==> src/rtl/freq_stream_packer.sv <==
// Buffers 80b samples with 53b sideband in a 16-deep FIFO.
// Each sample is re-emitted as five 32-bit AXI-Stream words for DMA.
module freq_stream_packer #(
  parameter int         FIFO_AW     = 4,
  parameter logic [3:0] SYNC_NIBBLE = 4'hA
) (
  input  logic        dev_clk,
  input  logic        dev_rst,
  input  logic [79:0] s_axis_tdata,
  input  logic [52:0] s_axis_tuser,
  input  logic        s_axis_tlast,
  input  logic        s_axis_tvalid,
  output logic        s_axis_tready,
  output logic [31:0] m_axis_tdata,
  output logic        m_axis_tvalid,
  input  logic        m_axis_tready,
  output logic        m_axis_tlast,
  output logic [15:0] overflow_count,
  output logic [31:0] frame_count,
  output logic        busy
);

  localparam int EW = 134;
  localparam int DEPTH = 1 << FIFO_AW;
  localparam logic [FIFO_AW:0] FULL_COUNT = (FIFO_AW + 1)'(DEPTH);

  typedef enum logic {IDLE, SEND} state_t;

  logic [EW-1:0]      mem [DEPTH];
  logic [FIFO_AW-1:0] wr_ptr;
  logic [FIFO_AW-1:0] rd_ptr;
  logic [FIFO_AW:0]   fifo_count;
  logic [EW-1:0]      head;
  logic [EW-1:0]      hold;
  logic [2:0]         widx;
  state_t             state;

  logic push, drop, pop, m_hs, fifo_nonempty, last_word;

  // Handshake rule on both ports: a transfer happens on a rising edge where
  // valid and ready are both high; a master holds data/last stable while
  // valid is high and ready is low, and never withdraws valid mid-sample.
  assign s_axis_tready = !dev_rst && (fifo_count != FULL_COUNT);
  assign push          = s_axis_tvalid && s_axis_tready;
  assign drop          = s_axis_tvalid && !s_axis_tready;
  assign fifo_nonempty = (fifo_count != '0);
  assign m_hs          = m_axis_tvalid && m_axis_tready;
  assign last_word     = (widx == 3'd4);
  assign pop           = fifo_nonempty &&
                         ((state == IDLE) || ((state == SEND) && m_hs && last_word));
  assign head          = mem[rd_ptr];
  assign busy          = (state != IDLE) || fifo_nonempty;

  // Entry layout: [133] tlast, [132:101] ts, [100:94] index, [93:80] k, [79:0] tdata.
  function automatic logic [31:0] word_of(input logic [EW-1:0] e, input logic [2:0] w);
    logic [31:0] r;
    r = '0;
    case (w)
      3'd0:    r = e[132:101];
      3'd1:    r = {SYNC_NIBBLE, 1'b0, e[100:94], 6'b0, e[93:80]};
      3'd2:    r = e[31:0];
      3'd3:    r = e[63:32];
      default: r = {16'h0, e[79:64]};
    endcase
    return r;
  endfunction

  always_ff @(posedge dev_clk) begin
    if (push) begin
      mem[wr_ptr] <= {s_axis_tlast, s_axis_tuser, s_axis_tdata};
    end
  end

  always_ff @(posedge dev_clk) begin
    if (dev_rst) begin
      wr_ptr         <= '0;
      rd_ptr         <= '0;
      fifo_count     <= '0;
      overflow_count <= '0;
      frame_count    <= '0;
      hold           <= '0;
      widx           <= '0;
      state          <= IDLE;
      m_axis_tdata   <= '0;
      m_axis_tvalid  <= 1'b0;
      m_axis_tlast   <= 1'b0;
    end else begin
      if (push) wr_ptr <= wr_ptr + 1'b1;
      if (pop)  rd_ptr <= rd_ptr + 1'b1;

      case ({push, pop})
        2'b10:   fifo_count <= fifo_count + 1'b1;
        2'b01:   fifo_count <= fifo_count - 1'b1;
        default: fifo_count <= fifo_count;
      endcase

      if (drop && (overflow_count != 16'hFFFF)) begin
        overflow_count <= overflow_count + 16'd1;
      end

      if (m_hs && m_axis_tlast) begin
        frame_count <= frame_count + 32'd1;
      end

      case (state)
        IDLE: begin
          if (pop) begin
            hold          <= head;
            widx          <= 3'd0;
            m_axis_tdata  <= word_of(head, 3'd0);
            m_axis_tlast  <= 1'b0;
            m_axis_tvalid <= 1'b1;
            state         <= SEND;
          end
        end
        SEND: begin
          if (m_hs) begin
            if (last_word) begin
              // Chain straight into the next queued sample so there is no bubble.
              if (pop) begin
                hold          <= head;
                widx          <= 3'd0;
                m_axis_tdata  <= word_of(head, 3'd0);
                m_axis_tlast  <= 1'b0;
                m_axis_tvalid <= 1'b1;
              end else begin
                m_axis_tvalid <= 1'b0;
                m_axis_tlast  <= 1'b0;
                state         <= IDLE;
              end
            end else begin
              widx         <= widx + 3'd1;
              m_axis_tdata <= word_of(hold, widx + 3'd1);
              m_axis_tlast <= (widx == 3'd3) && hold[EW-1];
            end
          end
        end
        default: state <= IDLE;
      endcase
    end
  end

endmodule

==> config.mk <==
export PLATFORM = sky130hd
export DESIGN_NAME = freq_stream_packer
export DESIGN_NICKNAME = d
export VERILOG_FILES = /design/src/rtl/freq_stream_packer.sv
export SDC_FILE = /design/constraint.sdc
export NUM_CORES = 2
export LEC_CHECK = 0
export ABC_CLOCK_PERIOD_IN_PS = 12600
export BUFFER_PORTS_ARGS = -buffer_cell sky130_fd_sc_hd__buf_2
export CAP_MARGIN = 20
export CORE_MARGIN = 2
export CORE_UTILIZATION = 56
export DETAILED_ROUTE_END_ITERATION = 7
export PLACE_DENSITY = 0.8
export SYNTH_ARGS = -nofsm -noshare
export SYNTH_HDL_FRONTEND = slang
export SYNTH_SLANG_ARGS = --single-unit
export TNS_END_PERCENT = 30
==> constraint.sdc <==
create_clock -name dev_clk -period 12.6 [get_ports dev_clk]
set_input_delay 2.52 -clock dev_clk [delete_from_list [all_inputs] [get_ports dev_clk]]
set_output_delay 2.52 -clock dev_clk [all_outputs]
set_load 0.005 [all_outputs]
**Word-level counts from Yosys, hierarchy flattened**

Memories as Yosys holds them, arrays and structs flattened. A register that Yosys moved wholly into a read port is not among the register bits.
Cells that the tools add are included.
Widths: inputs -> output; s select.

- Flip-flop bits (word level): 233
- Bits in writable memories: 2,144
- Logic and storage cells: 82
- Memories: 1

- $add $sub $neg: 7
- Equality and inequality tests: 12
- Multiplexer cells: 30
- Bitwise operators: 1
- Reduce and logical (&&, ||, !) cells: 20

Memories:

| memory | depth | bits a word | rd ports | clocked after Yosys merged registers in | write ports | line | source |
|---|---|---|---|---|---|---|---|
| mem | 16 | 134 | 1 | 1 | 1 | 29 | `logic [EW-1:0] mem [DEPTH];` |

Operators with widths:

| kind | number |
|---|---|
| $mux 134 | 3 |
| $pmux 134 s2 | 1 |
| $pmux 32 s4 | 1 |
| $mux 32 | 3 |
| $pmux 32 s2 | 1 |
| $add 32x1->32 const B | 1 |
| $add 16x1->16 const B | 1 |
| $ne 16x16->1 const B | 1 |
| $mux 1 | 11 |
| $logic_and 1x1->1 | 10 |
| $pmux 5 s2 | 1 |
| $eq 3x2->1 const B | 3 |
| $mux 3 | 3 |
| $add 4x1->4 const B | 2 |
| $mux 4 | 2 |
| $pmux 1 s2 | 3 |
| $pmux 3 s2 | 1 |
| $add 5x1->5 const B | 1 |
| $ne 5x5->1 const B | 1 |
| $reduce_bool 5->1 | 1 |
| $sub 5x1->5 const B | 1 |
| $ne 2x1->1 const B | 2 |
| $reduce_and 2->1 | 2 |
| $add 3x1->3 const B | 1 |
| other kinds (11) | 13 |

**Longest topological paths before layout**

- Word-level depth: 9
- Depth in mapped cells: 16

**Worst setup path before layout**

Ideal clock, no wire load.

- Path kind: input port to flip-flop
- Start: in dev_rst
- End: mem mem[3][0], enable pin
- Data arrival time: 12,390 ps
- Data required time: 11,809 ps
- Slack: -580 ps
- Stages on the path: 4
- Buffers on the path: 1
- Cells stage by stage: clkbuf_1 a211oi_2 nand2_1 nor3_1

- Cells in the longest elaborated chain, start to end: 5

RTL lines:

| item | line | source |
|---|---|---|
| start, declared | 8 | `input logic dev_rst,` |
| $logic_not 1->1 | 43 | `assign s_axis_tready = !dev_rst && (fifo_count != FULL_COUNT);` |
| $logic_and 1x1->1 | 43 |  |
| $logic_and 1x1->1 | 44 | `assign push = s_axis_tvalid && s_axis_tready;` |
| $mux 1 | 69 | `if (push) begin` |
| $mux 1 (not written as such) | 70 | `mem[wr_ptr] <= {s_axis_tlast, s_axis_tuser, s_axis_tdata};` |
| end, declared | 29 |  |

Every way passes these cells.

**Worst setup path in the final report**

- Start: in dev_rst
- End: out s_axis_tready

- Cells in the longest elaborated chain, start to end: 2

RTL lines:

| item | line | source |
|---|---|---|
| $logic_not 1->1 | 43 |  |
| $logic_and 1x1->1 | 43 |  |
| end, declared | 13 | `output logic s_axis_tready,` |

Every way passes these cells.

==> impl_metrics.toml <==
[layout]
stdcell_count = 7039
drive_above_1_share_pct = 25.2
final_common_cell = "edfxtp_1"
finalCoreUtilization_pct = 63.1
mostFrequentLayoutCells = "edfxtp_1, mux4_2, nand2_1"
final_nets = 4823
n_fill_cell = 10200
area_growth_pct = 11.9

[timing]
finalMaxSlewViolations = 0
min_period_ns = 6.01
tightest_slew_ns = 1.21
relSlewSlack_pct = 19.5
period_share_pct = 47.7
hold_viol_final = 0
fmax_ghz = 0.166
setup-tns-final_ns = 0
skew_ns = 0.0511
worst_hold_slack_ns = 0.460
finalSetupViolCount = 0
rsz0062_at_grt = "false"

[setup_path]
crit_family = "buffers and inverters"
crit_path_max_incr_delay_ns = 0.48
crit_type = "input port to primary output"
r2r_end = "hold[69]$_SDFFE_PP0P_"
critPathBufInv = 3
critical_path_cell_count = 4
worstPathMaxFanout = 93
ff2ff_setup_slack_ns = 7.80
worstSetupEndpointType = "primary output"
critPathRequiredTime_ns = 10.08
cp-start-kind = "input port"
reg2reg_depth = 7
startpoint = "dev_rst"
slowest_stage = "clkbuf_8"
arrival_ns = 3.49
path_cells = "clkbuf_8, a21o_2, inv_1, buf_2"

[detailed_routing]
postRouteWirelength_um = 234000
viasPerCell = 6.76
ant_nets = 0
drt_iter0_markers = 7276
vias = 47600
wl_per_cell_um = 33.3
drc = 1
drt-pass1-iter-count = 8

[power]
total_power_uw = 20300
ir_worst_vdd_mv = 0.235
p_per_area_nw_per_um2 = 200
leakagePower_uw = 0.0315

[synthesis]
synth_top_area_cell = "edfxtp_1"
synth_edf_count = 2144
synth_ff_type = "edfxtp_1"
ys_ff_latch = 2381
yosysSeqAreaShare_pct = 76.2
yosysUniqueCellTypes = 56
ys_warn_count = 0
avgSynthCellArea_um2 = 20.6
syn_inst = 4411
synthTopCellsByArea = "edfxtp_1, mux4_2, dfxtp_1"
synth_nets = 4566
post-synth-top-area-fraction_pct = 71.0
synth_area_um2 = 90700
async_flop_share_pct = 0

[clock_tree]
cts_hold_buffers = 0
cts_tree = "built"
numCtsBuffers = 218
clkLatencyLatePin_ns = 0.88
cts-resized-gates = 0
clockBufferDepth = 3
root_buffer = "clkbuf_16"
cts.sinks = 2381
clkTransAtPathRegs_ns = 0.06
postCtsSetupRepairBufs = 0
ctsHtreeMaxLevel = 4

[die]
initial_core_util_pct = 56.4
pin_count = 222
rows = 147
fp.dieH_um = 406
die-area_um2 = 165000
die_w_um = 406
design.core.area_um2 = 161000

[placed_design]
gp_congestion = 0.846
dp.final_hpwl_um = 119000
port_buffers = 221
post-place-cells = 6606

[hold_path]
hold_path_startpoint = "hold[67]$_SDFFE_PP0P_"
min_to = "hold[67]$_SDFFE_PP0P_"
holdCritPathClass = "flop to flop"
hold_depth = 2

[global_route]
grt_pass1_vias = 47500
grt_overflow = 0
grt_max_degree = 150
grt_antenna_before_repair = 53
grt_pass1_wl_um = 335000
grt_usage_pct = 28.5

[run_status]
violations = "design-rule violations"
status = "complete, but fails checks"

[job]
max_cap_violations = 0
## final cells by class
type / count / area [µm²] / area share [%]
antenna: 25 / 62.6 / 0.0616
clock buffer: 282 / 5850 / 5.77
clock inverter: 124 / 1410 / 1.39
inverter: 23 / 98.8 / 0.0974
multi-input combinational: 1747 / 20400 / 20.1
sequential: 2381 / 69100 / 68.1
tap: 2160 / 2700 / 2.66
timing repair buffer: 297 / 1830 / 1.80
## synthesized netlist by cell type (13+ instances only)
cell type  instances
edfxtp_1        2144
mux4_2           577
nand2_1          317
dfxtp_1          237
a21oi_1          164
mux2i_1          124
clkbuf_1         123
nor2_1            85
buf_2             79
a22oi_1           75
a221oi_1          62
o21ai_0           48
buf_1             33
a311oi_1          29
o2bb2ai_1         22
xor2_1            22
inv_1             21
nand4_1           21
or3_1             21
buf_4             17
ha_1              17
a31oi_1           16
nand3_1           15
nor3_1            13
## worst min-delay path: stages (launching register included)
cell     delay, ns
dfxtp_1       0.31
nand2_1       0.05
a21oi_1       0.05
## flip-flops by register name (all words and copies together), names as in the netlist, named ones only
register	count
mem	2144
hold	134
frame_count	32
m_axis_tdata	32
overflow_count	16
fifo_count	5
rd_ptr	4
wr_ptr	4
widx	3
m_axis_tlast	1
m_axis_tvalid	1
state	1
## worst max path at each step
stage                                      end
after CTS                        s_axis_tready
after detailed placement  mem[5][71]$_DFFE_PP_
after global placement    mem[5][71]$_DFFE_PP_
after global routing      mem[5][71]$_DFFE_PP_
after floorplan            mem[1][0]$_DFFE_PP_
final                            s_axis_tready
## layer usage
layer / track usage [%] / vias up / wire length (µm)
li1: - / 18800 / -
met1: 37.5 / 24600 / 81100
met2: 45.4 / 3492 / 114000
met3: 6.88 / 610 / 27200
met4: 13.0 / 42 / 11200
met5: 0 / - / 281
## logic make-up (layout without fill, tap and decap cells)
logic type	after synthesis	in the layout	share of synthesized area (%)
compound gates	469	469	3.53
other cells	0	25	0
buf+inv	283	726	1.42
xor+xnor	33	33	0.319
simple gates	526	526	2.54
mux	702	702	15.7
flops	2381	2381	76.2
fa+ha+maj	17	17	0.235
## power breakdown
| group | total (µW) | switching (µW) | internal, µW |
|---|---|---|---|
| Clock | 6730 | 2950 | 3790 |
| Sequential | 9280 | 351 | 8930 |
| Combinational | 4310 | 2370 | 1940 |
## stage by stage
stage / instance area, µm² / setup WS, ns
after floorplan: 90700 / -0.535
after global placement: 94100 / 5.96
after detailed placement: 94100 / 5.89
after CTS: 101000 / 6.60
after global routing: 101000 / 6.52
final: 101000 / 6.59
No activity file was read; power rests on OpenSTA's default activity.
